$ cat src/rtl/rr_packet_arbiter_16_pkg.sv
// Shared types, sizes and the round-robin search helper for the 16-way packet arbiter.
package arb_pkg;

    localparam int NUM_REQ   = 16;
    localparam int SEL_WIDTH = $clog2(NUM_REQ);

    typedef enum logic {
        IDLE = 1'b0,
        LOCK = 1'b1
    } arb_state_t;

    // Returns {found, index}: the first requester with valid set, searching
    // ptr+1, ptr+2, ... and wrapping, so ptr itself is checked last.
    function automatic logic [SEL_WIDTH:0] rr_pick(
        input logic [NUM_REQ-1:0]   req,
        input logic [SEL_WIDTH-1:0] ptr
    );
        logic                 found;
        logic [SEL_WIDTH-1:0] idx;
        logic [SEL_WIDTH-1:0] cand;
        found = 1'b0;
        idx   = '0;
        for (int i = 1; i <= NUM_REQ; i++) begin
            cand = ptr + SEL_WIDTH'(i);
            if (!found && req[cand]) begin
                found = 1'b1;
                idx   = cand;
            end
        end
        return {found, idx};
    endfunction

endpackage

$ cat src/rtl/rr_packet_arbiter_16_mux.sv
// 16:1 data-path mux; selects one requester's beat by the current grant index.
module MUX_Nx16x1
    import arb_pkg::*;
#(
    parameter int INPUT_LENGTH = 64
) (
    input  logic [NUM_REQ-1:0][INPUT_LENGTH-1:0] data_i,
    input  logic [SEL_WIDTH-1:0]                 selects_i,
    output logic [INPUT_LENGTH-1:0]              data_o
);

    // Plain indexed select; every select value maps to a real input.
    always_comb begin
        data_o = data_i[selects_i];
    end

endmodule

$ cat src/rtl/rr_packet_arbiter_16.sv
// Round-robin packet arbiter: locks onto one of 16 requesters for a whole packet
// and forwards its beats through a single registered valid/ready output stage.
//
//   state | meaning
//   ------+------------------------------------------------------------------
//   IDLE  | no grant held; picks next valid requester after ptr (bubble cycle)
//   LOCK  | grant held; beats of the granted requester flow until its last beat
module rr_packet_arbiter_16
    import arb_pkg::*;
#(
    parameter int DATA_WIDTH = 64
) (
    input  logic                                clk_i,
    input  logic                                rst_n_i,
    input  logic [NUM_REQ-1:0]                  req_valid_i,
    input  logic [NUM_REQ-1:0]                  req_last_i,
    input  logic [NUM_REQ-1:0][DATA_WIDTH-1:0]  req_data_i,
    output logic [NUM_REQ-1:0]                  req_ready_o,
    output logic                                out_valid_o,
    output logic [DATA_WIDTH-1:0]               out_data_o,
    output logic                                out_last_o,
    output logic [SEL_WIDTH-1:0]                out_src_o,
    input  logic                                out_ready_i,
    output logic                                busy_o
);

    arb_state_t           state_q, state_d;
    logic [SEL_WIDTH-1:0] grant_q, grant_d;
    logic [SEL_WIDTH-1:0] ptr_q, ptr_d;
    logic [SEL_WIDTH:0]   pick;
    logic                 out_free;
    logic                 xfer;
    logic [DATA_WIDTH-1:0] mux_data;

    MUX_Nx16x1 #(
        .INPUT_LENGTH (DATA_WIDTH)
    ) u_mux (
        .data_i    (req_data_i),
        .selects_i (grant_q),
        .data_o    (mux_data)
    );

    // Output stage can take a new beat when empty or being popped this cycle.
    always_comb begin
        out_free = !out_valid_o || out_ready_i;
        xfer     = (state_q == LOCK) && req_valid_i[grant_q] && out_free;
        pick     = rr_pick(req_valid_i, ptr_q);
        busy_o   = (state_q == LOCK);
    end

    // One-hot ready toward the granted requester only.
    always_comb begin
        req_ready_o = '0;
        if ((state_q == LOCK) && out_free) begin
            req_ready_o[grant_q] = 1'b1;
        end
    end

    // Next-state logic: arbitrate in IDLE, release after the last beat transfers.
    always_comb begin
        state_d = state_q;
        grant_d = grant_q;
        ptr_d   = ptr_q;
        case (state_q)
            IDLE: begin
                if (pick[SEL_WIDTH]) begin
                    state_d = LOCK;
                    grant_d = pick[SEL_WIDTH-1:0];
                end
            end
            LOCK: begin
                if (xfer && req_last_i[grant_q]) begin
                    state_d = IDLE;
                    ptr_d   = grant_q;
                end
            end
            default: begin
                state_d = IDLE;
            end
        endcase
    end

    // FSM, grant and pointer registers; ptr resets to 15 so requester 0 wins first.
    always_ff @(posedge clk_i) begin
        if (!rst_n_i) begin
            state_q <= IDLE;
            grant_q <= '0;
            ptr_q   <= SEL_WIDTH'(NUM_REQ - 1);
        end else begin
            state_q <= state_d;
            grant_q <= grant_d;
            ptr_q   <= ptr_d;
        end
    end

    // Output register: a capture beats a simultaneous pop; fields hold while stalled.
    always_ff @(posedge clk_i) begin
        if (!rst_n_i) begin
            out_valid_o <= 1'b0;
            out_data_o  <= '0;
            out_last_o  <= 1'b0;
            out_src_o   <= '0;
        end else if (xfer) begin
            out_valid_o <= 1'b1;
            out_data_o  <= mux_data;
            out_last_o  <= req_last_i[grant_q];
            out_src_o   <= grant_q;
        end else if (out_ready_i) begin
            out_valid_o <= 1'b0;
        end
    end

endmodule
$ cat config.mk
export PLATFORM = sky130hd
export DESIGN_NAME = rr_packet_arbiter_16
export DESIGN_NICKNAME = d
export VERILOG_FILES = /design/src/rtl/rr_packet_arbiter_16_pkg.sv /design/src/rtl/rr_packet_arbiter_16_mux.sv /design/src/rtl/rr_packet_arbiter_16.sv
export SDC_FILE = /design/constraint.sdc
export NUM_CORES = 1
export LEC_CHECK = 0
export BUFFER_PORTS_ARGS = -buffer_cell sky130_fd_sc_hd__buf_2
export CAP_MARGIN = 5
export CORE_AREA = 2 2 442 444
export DETAILED_ROUTE_END_ITERATION = 7
export DIE_AREA = 0 0 444 446
export SLEW_MARGIN = 5
export SYNTH_ARGS = -nofsm -noshare
export SYNTH_HDL_FRONTEND = slang
export SYNTH_SLANG_ARGS = --single-unit
export TNS_END_PERCENT = 5
$ cat constraint.sdc
create_clock -name clk_i -period 7 [get_ports clk_i]
set_input_delay 0.7 -clock clk_i [delete_from_list [all_inputs] [get_ports clk_i]]
set_output_delay 0.7 -clock clk_i [all_outputs]
set_load 0.02 [all_outputs]
Word level (Yosys, flattened, before mapping) --
Index checks and enable logic that the tools add are counted.
Cells by class: muxes and demuxes 78, reductions and logical operators 40, $add $sub $neg 15, bitwise operators 1, order comparisons 18, equality and inequality tests 0, shifts and indexed selects 0, divide/modulo/power cells 0, $mul 0
Operators with widths (number):
- $bmux 64 s4 | 1
- $lt 4x5->1 const B | 17
- $bmux 1 s4 | 18
- $mux 4 | 16
- $mux 64 | 1
- $mux 1 | 39
- $add 4x4->4 const B | 8
- $logic_and 1x1->1 | 20
- $add 4x3->4 const B | 4
- $logic_not 1->1 | 16
- $mux 16 | 1
- $add 4x2->4 const B | 2
- $add 4x1->4 const B | 1
- $demux 1 s4 | 1
- $ge 4x1->1 const B | 1
- $reduce_and 2->1 | 2
- $pmux 1 s2 | 1
- $reduce_bool 2->1 | 1
- $logic_or 1x1->1 | 1
- $not 1->1 | 1
Storage, ports and cells: memory bits (writable) 0, output and inout port bits 87, input port bits 1059, bits in read-only memories 0, latch bits 0, memories 0, register bits 79

Depth between registers and ports, before layout --
Gate-level depths: netlist of the first run.
depth in word-level cells 51, gate-level depth with buffers 16, gate-level depth less buffers 12

Modules after synthesis --
A second synthesis of the first run with hierarchy kept.
Unflattened totals: cell total of the unflattened synthesis 1086, area total of the unflattened synthesis 13031.2 um2
Modules (own cells, without submodules):
- MUX_Nx16x1 | sequential area each 0.0 um2, times used 1, cells each 536, area each 7444.6 um2
- rr_packet_arbiter_16 | sequential area each 1581.5 um2, times used 1, cells each 550, area each 5586.6 um2

Worst setup path after synthesis of the first run --
Ideal clock, no wire load.
path kind register to register, start point register ptr_q[1], end point register grant_q[2], slack 1.887 ns, stages on the path, launching flop included 17, required time 6.921 ns, library setup time 0.079 ns, arrival time 5.034 ns, cells stage by stage dfxtp_1 > buf_2 > buf_1 > clkbuf_1 > inv_1 > ha_1 > clkbuf_1 > mux4_2 > mux2_2 > mux2_4 > or3_4 > nor4b_4 > or4b_4 > nor2_4 > nor2_2 > mux2_4 > a211oi_2
On the way: word-level cells in the longest chain between the ends 50
Ends and longest elaborated chain:
- start: declaration | line rr_packet_arbiter_16.sv:29 | logic [SEL_WIDTH-1:0] ptr_q, ptr_d;
- start signal: assignment | line rr_packet_arbiter_16.sv:88 | ptr_q <= SEL_WIDTH'(NUM_REQ - 1);
- start signal: assignment | line rr_packet_arbiter_16.sv:92 | ptr_q <= ptr_d;
- $add 4x1->4 | line rr_packet_arbiter_16_pkg.sv:24 | cand = ptr + SEL_WIDTH'(i);
- $bmux 1 s4 | line rr_packet_arbiter_16_pkg.sv:25 | if (!found && req[cand]) begin
- $mux 1 (not written as such) | line rr_packet_arbiter_16_pkg.sv:25
- $mux 1 | line rr_packet_arbiter_16_pkg.sv:25
- $logic_not 1->1 | line rr_packet_arbiter_16_pkg.sv:25
- $logic_and 1x1->1 | line rr_packet_arbiter_16_pkg.sv:25
- $mux 1 | line rr_packet_arbiter_16_pkg.sv:25
- $logic_not 1->1 | line rr_packet_arbiter_16_pkg.sv:25
- [34 not listed]
- $mux 1 | line rr_packet_arbiter_16_pkg.sv:25
- $logic_not 1->1 | line rr_packet_arbiter_16_pkg.sv:25
- $logic_and 1x1->1 | line rr_packet_arbiter_16_pkg.sv:25
- $mux 1 | line rr_packet_arbiter_16_pkg.sv:25
- $logic_not 1->1 | line rr_packet_arbiter_16_pkg.sv:25
- $logic_and 1x1->1 | line rr_packet_arbiter_16_pkg.sv:25
- $mux 1 | line rr_packet_arbiter_16_pkg.sv:25
- $reduce_and 2->1 (no source line)
- end signal: assignment | line rr_packet_arbiter_16.sv:91 | grant_q <= grant_d;
- end: declaration | line rr_packet_arbiter_16.sv:28 | logic [SEL_WIDTH-1:0] grant_q, grant_d;
Parallel ways exist; a longest one is shown, timed or not. The select of a mux whose other input is x is not followed. A chain may end at the register's enable or synchronous reset.

Worst setup path in the final report of the first run --
Same ends and word-level chain as after synthesis.

==> flow_summary.rst, run 1 <==
.. list-table::
   :header-rows: 1

   * - Metric
     - Value
   * - CTS root buffer
     - clkbuf_16
   * - Crit Path Class
     - reg2reg
   * - Maxcap violations
     - 0
   * - Total number of vias
     - 16680
   * - Worst min-delay path class
     - reg2reg
   * - Mapped Cells
     - 945
   * - Die area
     - 0.1980 mm²
   * - Share of the synthesized area in the top cell type
     - 62.34%
   * - Cell family with most CP delay
     - simple AND/OR/NAND/NOR gates
   * - DRT Pass-1 Iters
     - 8
   * - Clock input transition at the sequential cells of the worst setup and hold paths
     - 0.07 ns
   * - Data arrival time of the critical path
     - 5.32 ns
   * - Area used by multi-input combinational logic
     - 0.01070 mm²
   * - Dominant combinational cell family by area after synthesis
     - multiplexers
   * - Crit Path Max Fanout
     - 31
   * - # hold bufs at CTS
     - 0
   * - Fraction of the mapped netlist area in compound gates
     - 3.748%
   * - Primary FF master, synth
     - dfxtp_1
   * - Sequential area share after synthesis
     - 12.40%
   * - Ports
     - 1146
   * - Run status
     - finished, final reports clean
   * - Synth Net Count
     - 2012
   * - Endpoint required time on the critical path
     - 7.34 ns
   * - Count of cells resized by post-cts repair
     - 0
   * - Std cell rows
     - 162
   * - List of cells traversed by the critical path
     - buf_4 > inv_1 > ha_1 > mux4_1 > mux4_2 > or3_4 > nor4b_4 > or4b_4 > nor2_4 > nor2_2 > mux2_4 > a211oi_2
   * - Logic depth of the worst setup path including buffers
     - 12
   * - Final Wtd Congestion
     - 1.038
   * - P per Cell Area
     - 283.6 mW/mm²
   * - Count of final setup violators
     - 0
   * - Actual slew at the worst max-slew pin
     - 0.9356 ns
   * - Worst-case headroom to the max-slew limit
     - 35.84%
   * - Vias in the first global route
     - 15020
   * - Wire length after detailed routing
     - 148300 µm
   * - Clock tree from TritonCTS
     - built
   * - Number of hold violations in the final report
     - 0
   * - Number of CTS-inserted buffers
     - 9
   * - Logic depth of the worst register-to-register path
     - 12
   * - Worst hold stages
     - 2
   * - Final HPWL DP
     - 134000 µm
   * - Warnings from Yosys
     - 0
   * - Worst stage delay on the critical path
     - 0.75 ns
   * - Arithmetic-cell share of the synthesized area counting full adders, half adders and majority gates
     - 0.7849%
   * - Sum of negative setup slack
     - 0 ns
   * - Total area of sequential cells
     - 0.001593 mm²
   * - Number of enable-type register cells in the synthesized netlist
     - 0
   * - Vias per inst
     - 3.577
   * - Final max-slew violation count
     - 0
   * - Post-synthesis mux area share
     - 71.57%
   * - Unique masters post-synth
     - 65
   * - Filler Cell Count
     - 22150
   * - Overall overflow remaining after global route
     - 0
   * - Most instantiated cells after synthesis
     - 353 x mux4_2, 111 x nor2_1, 91 x mux2i_1
   * - IR drop worst, VDD
     - 0.1249 mV
   * - Parity-gate share of the synthesized area counting xor and xnor cells
     - 0.8241%
   * - Die height
     - 446 µm
   * - Total routing usage reported by global routing
     - 14.31%
   * - Area Overhead vs Synth
     - 72.65%
   * - Mapped Area
     - 0.01275 mm²
   * - Die X
     - 444 µm
   * - Routed Antenna Nets
     - 0
   * - FMAX
     - 0.2007 GHz
   * - CTS max path bufs
     - 2
   * - Power after layout
     - 6.244 mW
   * - Cell accounting for the most synthesized area
     - mux4_2
   * - Mean Syn Cell Area
     - 13.50 µm²
   * - Port Buffer Count
     - 1145
   * - Nature of the critical path startpoint
     - register
   * - Post-synthesis share of cell area spent on and, or, nand and nor gates
     - 6.897%
   * - Cell types occupying the most area after synthesis
     - mux4_2 62%, dfxtp_1 12%, mux2i_1 7.1%
   * - Number of flip-flops and latches in the synthesized netlist
     - 79
   * - Layout cells sized above 1
     - 77.03%
   * - Post-layout nets
     - 3082
   * - FFs w/ async S/R, synth
     - 0%
   * - Post-CTS setup buffer count
     - 0
   * - Starting density of the core
     - 6.588%
   * - Number of non-filler instances in the completed layout
     - 4663
   * - DRC violation total after the first TritonRoute iteration
     - 1983
   * - TritonCTS sink count
     - 79
   * - First-pass GRT wire length
     - 178200 µm
   * - Worst skew pair latency
     - 0.42 ns
   * - Dominant cell by count in the synthesized netlist
     - mux4_2
   * - Per-cell routed wire length
     - 31.81 µm
   * - Cell total after placement
     - 4546
   * - Kind of end point of the critical path
     - register
   * - Leakage power figure
     - 8.980 nW
   * - RSZ-0062 raised after global routing
     - no
   * - Clock skew
     - 0.01665 ns
   * - CTS H-Tree Depth
     - 3
   * - Antenna violations before repair
     - 184
   * - Detailed-route DRC error count
     - 0
   * - Period Utilization, post-route
     - 71.17%
   * - Number of buffer and inverter stages on the critical path
     - 2
   * - Slowest library cell on the worst path
     - ha_1
   * - Post-route minimum period
     - 4.982 ns
   * - Total core area
     - 0.1936 mm²
   * - Largest net degree at the start of global routing
     - 100
[metrics by stage]
step | utilization, % | area (µm²) | hold WS, ns | setup slack, ns
after floorplan | - | 12750 | 0.5345 | 1.887
after global placement | 11.08 | 21440 | 0.4453 | 2.056
after detailed placement | 11.08 | 21440 | 0.4485 | 2.052
after CTS | 11.24 | 21770 | 0.4597 | 2.024
after global routing | 11.33 | 21940 | 0.4829 | 1.719
final | 11.37 | 22020 | 0.4575 | 2.018
[power breakdown]
group / internal, mW / switching (mW)
Sequential: 0.576 / 0.167
Clock: 0.311 / 0.288
Combinational: 2.12 / 2.78
Total: 3.01 / 3.24
[placed cells by master, fill, tap and decap left out, types with 3 or more instances in the layout]
master,instances
xor2_1,3
dfxtp_4,3
mux2i_1,91
xnor2_1,9
mux4_2,353
o21ai_0,14
nand2_1,28
nand2b_1,4
buf_4,18
inv_1,11
a21oi_1,24
and2_1,3
clkbuf_16,10
o22ai_1,5
nor2b_1,5
ha_1,8
mux4_1,6
nor3_1,12
and3_1,4
dfxtp_1,76
diode_2,101
nand3_1,9
or3_1,3
buf_2,1145
nor2_1,111
mux2_2,7
[flip-flops by register name, indices dropped and copies added (netlist names)]
name,cells
out_src_o,4
out_last_o,1
ptr_q,4
busy_o,1
out_data_o,64
out_valid_o,1
grant_q,4
[kinds of logic after synthesis]
| kind of cell | count (synthesis) |
|---|---|
| simple gates | 194 |
| xor+xnor | 12 |
| compound gates | 72 |
| fa+ha+maj | 8 |
| flops | 79 |
| buf+inv | 121 |
| mux | 459 |
[final cells by class]
| class | count | share of cell area, % |
|---|---|---|
| repair buffers | 1165 | 26.82 |
| clock buffers | 11 | 1.199 |
| clock inverters | 5 | 0.2784 |
| inverters | 15 | 0.2898 |
| diodes | 101 | 1.148 |
| flip-flops and latches | 79 | 7.234 |
| multi-input cells | 745 | 48.59 |
| well taps | 2542 | 14.44 |
[metal layers]
layer,up-vias,global-route usage [%],share of wire [%]
met4,86,4.567,4.1
met5,-,0,0.45
li1,6352,-,-
met3,344,6.240,12
met1,8419,16.92,38
met2,1477,23.16,46
[path summary, 6_finish.rpt]
kind,end,slack [ns],from
min,out_last_o$_SDFFE_PN0P_,0.46,out_last_o$_SDFFE_PN0P_
min reg2reg,out_last_o$_SDFFE_PN0P_,0.46,out_last_o$_SDFFE_PN0P_
max,grant_q[2]$_SDFFE_PN0P_,2.02,ptr_q[1]$_SDFFE_PN1P_
max reg2reg,grant_q[2]$_SDFFE_PN0P_,2.02,ptr_q[1]$_SDFFE_PN1P_
[worst reg2reg max path: stages, from the launching register on]
cell	delay, ns
dfxtp_1	0.31
buf_4	0.41
inv_1	0.27
ha_1	0.75
mux4_1	0.50
mux4_2	0.61
or3_4	0.44
nor4b_4	0.41
or4b_4	0.56
nor2_4	0.10
nor2_2	0.07
mux2_4	0.33
a211oi_2	0.14
Note: power is estimated with default switching activity, not from simulation.
==> run 2, diff against run 1 <==
- CORE_AREA: 2 2 442 444 -> 2 2 440 442
- DIE_AREA: 0 0 444 446 -> 0 0 442 444
- clock period: 7 -> 4.1 ns (I/O delays scaled with it)
==> run 2 against run 1 <==
Die area is 0.90% lower. Cell count hardly changed. Critical path depth down 2. Via count shrank 2.2%. Routed wire length up 2.8%. Critical path type unchanged. Highest routed layer unchanged.
==> flow_summary.rst, run 2 (synthesis gave the netlist of run 1 again) <==
.. list-table::
   :header-rows: 1

   * - Metric
     - Value
   * - Slowest library cell on the worst path
     - mux4_1
   * - Count of final setup violators
     - 0 (unchanged)
   * - Largest net degree at the start of global routing
     - 128 (+28%)
   * - Cell total after placement
     - 4581 (+0.77%)
   * - Die area
     - 0.1962 mm² (-0.90%)
   * - Worst min-delay path class
     - in2reg
   * - Total number of vias
     - 16310 (-2.2%)
   * - Post-route minimum period
     - 3.978 ns (-1.004 ns)
   * - Kind of end point of the critical path
     - register
   * - Leading cell type in the layout, fill and taps excluded
     - buf_2
   * - CTS H-Tree Depth
     - 3 (unchanged)
   * - IR drop worst, VDD
     - 0.2621 mV (+110%)
   * - Crit Path Class
     - reg2reg
   * - RSZ-0062 raised after global routing
     - no
   * - Run status
     - finished, final reports clean
   * - Nature of the critical path startpoint
     - register
   * - FMAX
     - 0.2514 GHz (+25%)
   * - Area Overhead vs Synth
     - 75.95%
   * - Starting density of the core
     - 6.657% (+0.069 points)
   * - Fraction of power consumed by sequential logic
     - 11.3% (-0.6 points)
   * - Number of CTS-inserted buffers
     - 9 (unchanged)
   * - Die height
     - 444 µm (-0.45%)
   * - Sum of negative setup slack
     - 0 ns (unchanged)
   * - CTS max path bufs
     - 2 (unchanged)
   * - Wire length after detailed routing
     - 152600 µm (+2.8%)
   * - Net switching fraction of the power
     - 50.63% (-1.2 points)
   * - Actual slew at the worst max-slew pin
     - 0.9950 ns (+0.05937 ns)
   * - Detailed-route DRC error count
     - 0 (unchanged)
   * - Die X
     - 442 µm (-0.45%)
   * - Number of hold violations in the final report
     - 0 (unchanged)
   * - List of cells traversed by the critical path
     - buf_12 > mux4_1 > mux4_2 > or3_1 > nor4b_4 > or4b_4 > nor2_4 > nor2_4 > mux2_4 > a211oi_2
   * - Final max-slew violation count
     - 0 (unchanged)
   * - P per Cell Area
     - 500.4 mW/mm² (+76%)
   * - Final HPWL DP
     - 138900 µm (+3.6%)
   * - Total core area
     - 0.1916 mm² (-1.0%)
   * - Cell family with most CP delay
     - simple AND/OR/NAND/NOR gates
   * - Worst-case headroom to the max-slew limit
     - 33.67% (-2.2 points)
   * - Combinational cell fraction of total power
     - 79.1% (+0.6 points)
   * - Worst stage delay on the critical path
     - 0.69 ns (-0.06 ns)
   * - Data arrival time of the critical path
     - 4.32 ns (-1.00 ns)
   * - First-pass GRT wire length
     - 185800 µm (+4.3%)
   * - Std cell rows
     - 161 (-0.62%)
   * - Least setup slack across all paths after layout
     - 0.1217 ns (-1.896 ns)
   * - DRT Pass-1 Iters
     - 5 (-3)
   * - # hold bufs at CTS
     - 0 (unchanged)
   * - Routed Antenna Nets
     - 0 (unchanged)
   * - Port Buffer Count
     - 1145 (unchanged)
   * - Part of the power in the clock network
     - 9.5% (about the same)
   * - Number of flip-flops in the largest register
     - 64 (unchanged)
   * - Clock input transition at the sequential cells of the worst setup and hold paths
     - 0.07 ns (about the same)
   * - Net Switching
     - 5.685 mW (+76%)
   * - Leakage power figure
     - 9.279 nW (+3.3%)
   * - Number of buffer and inverter stages on the critical path
     - 1 (-1)
   * - Period Utilization, post-route
     - 97.03% (+26 points)
   * - Endpoint required time on the critical path
     - 4.44 ns (-2.90 ns)
   * - DRC violation total after the first TritonRoute iteration
     - 1666 (-16%)
   * - Per-cell routed wire length
     - 32.74 µm (+2.9%)
   * - Register containing the most flip-flops in the final layout
     - out_data_o
   * - Vias in the first global route
     - 15820 (+5.3%)
   * - Commonest cells after routing, fill and taps aside
     - 1145 x buf_2, 353 x mux4_2, 110 x nor2_1
   * - Most frequent cell on the critical path
     - nor2_4
   * - TritonCTS sink count
     - 79 (unchanged)
   * - CTS root buffer
     - clkbuf_16
   * - Worst skew pair latency
     - 0.44 ns (+0.02 ns)
   * - Overall overflow remaining after global route
     - 0 (unchanged)
   * - Crit Path Max Fanout
     - 14 (-55%)
   * - Post-layout nets
     - 3133 (+1.7%)
   * - Number of non-filler instances in the completed layout
     - 4660 (-0.064%)
   * - Final Wtd Congestion
     - 1.046 (+0.76%)
   * - Vias per inst
     - 3.501 (-2.1%)
   * - Total routing usage reported by global routing
     - 15.00% (+0.68 points)
   * - Worst-case setup slack after placement
     - 0.1500 ns (-1.902 ns)
   * - Clock skew
     - 0.02547 ns (+0.008818 ns)
   * - P_int
     - 5.544 mW (+84%)
   * - Maxcap violations
     - 0 (unchanged)
   * - Ports
     - 1146 (unchanged)
   * - Layout cells sized above 1
     - 77.79% (+0.76 points)
   * - Clock tree from TritonCTS
     - built
   * - Antenna violations before repair
     - 201 (+9.2%)
run 2: per-layer routing:
metal	wire length (µm)	part of all wire, %	up-vias	track usage (%)
li1	-	-	6419	-
met1	58410	38	8287	17.51
met2	71370	47	1161	24.40
met3	14920	9.8	365	5.647
met4	7366	4.8	82	6.622
met5	483	0.32	-	0
run 2: final timing paths:
check                               start                      end  slack, ns  cells past startpoint
setup / recovery    ptr_q[0]$_SDFFE_PN1P_  grant_q[2]$_SDFFE_PN0P_       0.12                     10
hold / removal                    rst_n_i    ptr_q[3]$_SDFFE_PN1P_       0.31                      2
setup reg to reg    ptr_q[0]$_SDFFE_PN1P_  grant_q[2]$_SDFFE_PN0P_       0.12                     10
hold reg to reg   out_last_o$_SDFFE_PN0P_  out_last_o$_SDFFE_PN0P_       0.45                      2
run 2: metrics by stage:
step / hold slack (ns) / utilization (%) / instance area, µm² / total power, mW
after detailed placement: 0.4484 / 11.46 / 21940 / 10.24
after global placement: 0.4518 / 11.46 / 21940 / 10.28
after floorplan: 0.5345 / - / 12860 / 6.338
final: 0.3137 / 11.71 / 22440 / 11.23
after global routing: 0.2897 / 11.68 / 22370 / 11.82
after CTS: 0.2731 / 11.63 / 22280 / 11.43
run 2: area by class of cell:
class,count,area (µm²)
timing repair buffer,1216,6389
multi-input combinational,745,10730
tap,2526,3161
sequential,79,1594
inverter,15,73.82
antenna,63,157.7
clock buffer,14,275.3
clock inverter,2,60.06
fill,21930,169100
run 2: repair_timing:
action / CTS / global route
gates resized for setup: 0 / 1
buffers inserted: 0 / 0
setup endpoints to repair: 0 / 1
run 2: power groups by stage:
stage | combinational (mW) | clock, mW | sequential, mW
4_1_cts | 8.96 | 1.16 | 1.31
5_1_grt | 9.33 | 1.17 | 1.33
2_1_floorplan | 5.01 | 0 | 1.32
3_5_place_dp | 8.92 | 0 | 1.33
3_3_place_gp | 8.96 | 0 | 1.32
6_report | 8.89 | 1.07 | 1.27
